==> config.mk <==
export PLATFORM = sky130hd
export DESIGN_NAME = seg_frame_serializer
export DESIGN_NICKNAME = d
export VERILOG_FILES = /design/src/rtl/seg_frame_serializer.sv
export SDC_FILE = /design/constraint.sdc
export NUM_CORES = 1
export LEC_CHECK = 0
export ABC_AREA = 1
export BUFFER_PORTS_ARGS = -buffer_cell sky130_fd_sc_hd__buf_2
export CAP_MARGIN = 10
export CORE_MARGIN = 4
export CORE_UTILIZATION = 45
export DETAILED_ROUTE_END_ITERATION = 10
export GPL_ROUTABILITY_DRIVEN = 0
export PLACE_DENSITY = 0.67
export SLEW_MARGIN = 10
export SYNTH_ARGS = -nofsm -noshare
export SYNTH_HDL_FRONTEND = slang
export SYNTH_SLANG_ARGS = --single-unit
==> constraint.sdc <==
create_clock -name clk -period 5.76 [get_ports clk]
set_clock_uncertainty 0.1 [all_clocks]
set_input_delay 0.576 -clock clk [delete_from_list [all_inputs] [get_ports clk]]
set_output_delay 0.576 -clock clk [all_outputs]
set_load 0.1 [all_outputs]
==> src/rtl/seg_frame_serializer.sv <==
// Serializes a 96-bit display frame or a 12-bit brightness word onto the
// display driver's clk/data/latch/pwm wires, MSB first, with a chained pending brightness slot.
module seg_frame_serializer #(
    parameter int CLK_DIV     = 4,
    parameter int FRAME_BITS  = 96,
    parameter int BRIGHT_BITS = 12
) (
    input  logic                   clk,
    input  logic                   rst_n,
    input  logic [FRAME_BITS-1:0]  frame_in,
    input  logic                   start_frame,
    input  logic [BRIGHT_BITS-1:0] bright_in,
    input  logic                   start_bright,
    output logic                   busy,
    output logic                   done,
    output logic                   frame_ovf,
    output logic                   sclk,
    output logic                   sdata,
    output logic                   slatch,
    output logic                   spwm
);

    localparam int PW = (CLK_DIV > 1) ? $clog2(CLK_DIV) : 1;
    localparam int CW = $clog2(FRAME_BITS + 1);
    localparam logic [PW-1:0] PHASE_LAST = PW'(CLK_DIV - 1);

    typedef enum logic [2:0] {
        IDLE,
        BIT_LO,
        BIT_HI,
        STB_SETUP,
        STB_HI
    } state_t;

    state_t                 state, state_nx;
    logic [PW-1:0]          phase, phase_nx;
    logic [CW-1:0]          bits_left, bits_left_nx;
    logic [FRAME_BITS-1:0]  shreg, shreg_nx;
    logic                   kind_frame, kind_frame_nx;
    logic                   pend_flag, pend_flag_nx;
    logic [BRIGHT_BITS-1:0] pend_word, pend_word_nx;
    logic                   done_nx, ovf_nx;
    logic                   phase_end;

    // Brightness words ride in the top bits so the MSB-first shifter needs no second path
    function automatic logic [FRAME_BITS-1:0] align_bright(input logic [BRIGHT_BITS-1:0] w);
        logic [FRAME_BITS-1:0] r;
        r = '0;
        r[FRAME_BITS-1 -: BRIGHT_BITS] = w;
        return r;
    endfunction

    assign phase_end = (phase == '0);

    always_ff @(posedge clk or negedge rst_n) begin
        if (!rst_n) begin
            state      <= IDLE;
            phase      <= '0;
            bits_left  <= '0;
            shreg      <= '0;
            kind_frame <= 1'b0;
            pend_flag  <= 1'b0;
            pend_word  <= '0;
        end else begin
            state      <= state_nx;
            phase      <= phase_nx;
            bits_left  <= bits_left_nx;
            shreg      <= shreg_nx;
            kind_frame <= kind_frame_nx;
            pend_flag  <= pend_flag_nx;
            pend_word  <= pend_word_nx;
        end
    end

    always_comb begin
        state_nx      = state;
        phase_nx      = phase;
        bits_left_nx  = bits_left;
        shreg_nx      = shreg;
        kind_frame_nx = kind_frame;
        pend_flag_nx  = pend_flag;
        pend_word_nx  = pend_word;
        done_nx       = 1'b0;
        ovf_nx        = 1'b0;

        if (!phase_end) begin
            phase_nx = phase - 1'b1;
        end

        case (state)
            IDLE: begin
                if (start_frame) begin
                    shreg_nx      = frame_in;
                    kind_frame_nx = 1'b1;
                    bits_left_nx  = CW'(FRAME_BITS);
                    phase_nx      = PHASE_LAST;
                    state_nx      = BIT_LO;
                end else if (start_bright || pend_flag) begin
                    shreg_nx      = align_bright(start_bright ? bright_in : pend_word);
                    kind_frame_nx = 1'b0;
                    bits_left_nx  = CW'(BRIGHT_BITS);
                    pend_flag_nx  = 1'b0;
                    phase_nx      = PHASE_LAST;
                    state_nx      = BIT_LO;
                end
            end
            BIT_LO: begin
                if (phase_end) begin
                    phase_nx = PHASE_LAST;
                    state_nx = BIT_HI;
                end
            end
            BIT_HI: begin
                if (phase_end) begin
                    shreg_nx     = shreg << 1;
                    bits_left_nx = bits_left - 1'b1;
                    phase_nx     = PHASE_LAST;
                    state_nx     = (bits_left == CW'(1)) ? STB_SETUP : BIT_LO;
                end
            end
            STB_SETUP: begin
                if (phase_end) begin
                    phase_nx = PHASE_LAST;
                    state_nx = STB_HI;
                end
            end
            STB_HI: begin
                if (phase_end) begin
                    done_nx  = 1'b1;
                    phase_nx = PHASE_LAST;
                    if (pend_flag) begin
                        shreg_nx      = align_bright(pend_word);
                        kind_frame_nx = 1'b0;
                        bits_left_nx  = CW'(BRIGHT_BITS);
                        pend_flag_nx  = 1'b0;
                        state_nx      = BIT_LO;
                    end else begin
                        state_nx = IDLE;
                    end
                end
            end
            default: state_nx = IDLE;
        endcase

        // A new brightness request must win over a pending load happening in the same cycle
        if (start_bright && ((state != IDLE) || start_frame)) begin
            pend_word_nx = bright_in;
            pend_flag_nx = 1'b1;
        end
        if (start_frame && (state != IDLE)) begin
            ovf_nx = 1'b1;
        end
    end

    // Outputs are decoded from the next state so they line up with the state they describe
    always_ff @(posedge clk or negedge rst_n) begin
        if (!rst_n) begin
            busy      <= 1'b0;
            done      <= 1'b0;
            frame_ovf <= 1'b0;
            sclk      <= 1'b0;
            sdata     <= 1'b0;
            slatch    <= 1'b0;
            spwm      <= 1'b0;
        end else begin
            busy      <= (state_nx != IDLE);
            done      <= done_nx;
            frame_ovf <= ovf_nx;
            sclk      <= (state_nx == BIT_HI);
            sdata     <= ((state_nx == BIT_LO) || (state_nx == BIT_HI)) ? shreg_nx[FRAME_BITS-1] : 1'b0;
            slatch    <= (state_nx == STB_HI) && kind_frame_nx;
            spwm      <= (state_nx == STB_HI) && !kind_frame_nx;
        end
    end

endmodule

==> summary.txt <==
Clock network
  – H-tree depth: 4
  – CTS Buf Count: 17
  – Hold-fix buffers, CTS: 0
  – CTS tree: done
  – Post-CTS Setup Repair Bufs: 0
  – CTS Root Buffer Type: clkbuf_16
  – CTS Buffer Depth: 2
  – Latest clock arrival within the worst-skew pair: 410 ps
  – Clk slew on worst S/H paths: about 60 ps
  – Post-cts sizing count: 0
  – # clock sinks: 129

Final layout
  – Layout area overhead: 20.6%
  – Share of layout cells above drive strength 1: approximately 21%
  – Register area: approximately 3200 sq um
  – Fillers: 1187
  – Antenna cell count: 0
  – Area of the multi-input gates: between 2000 and 2500 sq um
  – Final nets: a little over 900

Floorplan
  – Core footprint: 12800 sq um
  – Die Y: between 100 and 150 microns
  – Rows: just over 40
  – Die area: 15200 sq um
  – Initial cell density of the core: 46.7%
  – Horiz. Die Dim: approximately 120 microns
  – Num ports: around 120

Status
  – Status: finished, final reports clean

Synth
  – Compound-gate portion of the synthesized area: around 17%
  – Combinational family with the most area after synthesis: simple AND/OR/NAND/NOR gates
  – Synth warnings: 0
  – Synth Register Bits: 129
  – Synth Area in Simple Gates: 21.2%
  – Sequential fraction of the synthesis area: between 50% and 60%
  – Cell variety after synth: 32
  – Post-Synth Adder-Cell Area: under 10%
  – Synth Area in XOR/XNOR: less than 1%
  – Cell count after synthesis: 686
  – Synthesized area: roughly 6000 sq um
  – Avg Cell Area, Syn: ~8.7 sq um
  – Syn_nets: approximately 800
  – Mux cell area share after synthesis: 0.188%

Drt
  – Post-Route WL: ~14000 microns
  – Vias per cell: about 5.3
  – DR iter-0 viols: slightly above 500
  – First-pass DRT Iterations: 5
  – ANT nets after route: 0
  – Wire per inst: between 10 and 15 microns
  – Vias: between 5000 and 6000
  – Drt drc: 0

Global route
  – Number of global-route vias before repair: around 4800
  – Gr ovfl total: 0
  – Global-route wire length before repair: 22900 microns
  – Initial antenna violation count: 0
  – Total track usage: 19.0%
  – Largest net degree at the start of global routing: 93

Setup path
  – Worst Reg-to-Reg Cells: 9
  – Reg-to-reg slack, setup: roughly 2800 ps
  – Worst Path Required: 5960 ps
  – Reg2Reg Capture Point: bits_left[6]
  – Critical Path AT: ~3100 ps
  – R2R Path Start: phase[0]
  – Crit path launch type: flop
  – CP Class: reg -> reg
  – CP Max Fanout: 56
  – Critical path endpoint category: flop

Timing
  – Final setup vio count: 0
  – Worst slew pin tran: just under 1000 ps
  – Fin. Hold Viols: 0
  – Rel. slew slack: between 30 and 40%
  – Fmax: 341 MHz
  – Post-layout min period: 2930 ps
  – Slew Limit Fails: 0
  – Fin Setup TNS: 0 ps
  – RSZ-0062 raised after global routing: no
  – Final WS setup: approximately 2800 ps
  – Tcrit/Tclk final: approximately half

Flow run
  – Max-Cap Viols: 0

Pwr
  – Leakage power: 0.00373 uW
  – Power Dens Cells: about 300 nW/um^2
  – Peak supply drop: approximately 0.15 mV

Placed design
  – Buffers added on ports: 118
  – DPL Wire Length: approximately 9500 microns
  – Pre-CTS worst setup slack: 2810 ps

Hold path
  – Worst hold path type: in -> async
-- area by class of cell --
| cell class | instances | share of cell area, % |
|---|---|---|
| well taps | 172 | 2.98 |
| flip-flops and latches | 129 | 44.7 |
| inverters | 41 | 2.13 |
| repair buffers | 122 | 8.64 |
| clock buffers | 19 | 6.00 |
| clock inverters | 13 | 2.22 |
| multi-input cells | 478 | 33.3 |
-- placed cells by master (no fill, tap or decap), types with 3 or more instances in the layout --
cell type    n
o211ai_1     6
dfrtp_1    129
buf_2      117
ha_1         5
a21oi_1     18
clkbuf_16   17
a22oi_1     88
buf_4        5
clkinv_2     4
o21ai_1      6
nand2_1    249
a211oi_1     3
nand3_1     22
o21ai_0     22
inv_1       36
nor2_4       3
inv_2        5
o22ai_1      4
nor2_1      34
bufinv_16    3
-- cells by family (layout without fill, tap and decap cells) --
| group | Yosys count | in the layout |
|---|---|---|
| and+or+nand+nor | 317 | 317 |
| xor gates and xnor gates | 2 | 2 |
| DFF | 129 | 129 |
| adders and majority gates | 5 | 5 |
| muxes | 1 | 1 |
| buffers and inverters | 79 | 195 |
| AOI/OAI and AO/OA | 153 | 153 |
-- Yosys cell counts --
cell / count / area [sq um]
nor3_1: 2 / 10.0
xnor2_1: 1 / 8.76
o21a_1: 1 / 7.51
xor2_1: 1 / 8.76
inv_1: 36 / 135
nor2_1: 34 / 128
clkbuf_1: 11 / 41.3
nand2_1: 249 / 935
nor2_4: 3 / 33.8
o211ai_1: 6 / 45.0
buf_4: 12 / 90.1
o2111ai_1: 1 / 8.76
and2_1: 1 / 6.26
a22oi_1: 88 / 661
a22o_1: 1 / 8.76
buf_2: 15 / 75.1
o22ai_1: 4 / 25.0
nand2_2: 1 / 6.26
nand2_4: 2 / 22.5
mux2_2: 1 / 11.3
nand3b_1: 1 / 7.51
ha_1: 5 / 62.6
dfrtp_1: 129 / 3230
nand3_1: 22 / 110
o21ai_2: 2 / 17.5
a31oi_1: 1 / 6.26
o21ai_1: 6 / 30.0
a21oi_1: 18 / 90.1
nand4_1: 2 / 12.5
inv_2: 5 / 18.8
a211oi_1: 3 / 22.5
o21ai_0: 22 / 110
-- worst max-delay path by stage --
stage	startpoint	end
2_1_floorplan	phase[0]	shreg[14]
3_3_place_gp	phase[0]	bits_left[3]
3_5_place_dp	phase[0]	bits_left[6]
4_1_cts	phase[0]	bits_left[6]
5_1_grt	phase[0]	bits_left[6]
6_report	phase[0]	bits_left[6]
-- stage by stage --
step                      cells  hold slack (ps)  util [%]  total power [uW]  instance area, sq um
final                       974              133      56.3              2170                  7220
after global routing        974              192      56.3              2260                  7220
after detailed placement    942              360      51.6              1110                  6620
after CTS                   974              156      56.3              2190                  7220
after floorplan             686              180         -              1030                  5980
after global placement      942              354      51.6              1100                  6620
-- state kept, by name, indices dropped and copies added (netlist names), 2 cells and up --
name       cells
phase          2
shreg         96
state          3
bits_left      7
pend_word     12
-- worst max-delay path, cell delays in order (launching register included) --
cell and delay (ps):
dfrtp_1 360, inv_1 70, ha_1 320, nand2_4 170, inv_2 60, o21ai_4 720, buf_4 600, inv_2 220
nand2_1 120, o21ai_1 60
-- report_power, final --
part	total, uW	switching, uW	internal [uW]	leakage, uW
Clock	1080	399	680	0.000287
Sequential	968	21.6	947	0.00161
Combinational	121	72.3	49.1	0.00184
-- routing by layer --
layer	GRT usage [%]	vias up	routed length (microns)
met5	0	-	0
met4	5.61	0	154
met2	27.6	176	6280
li1	-	2506	-
met3	5.03	22	1030
met1	28.1	2436	6670
Note: power is estimated with default switching activity, not from simulation.
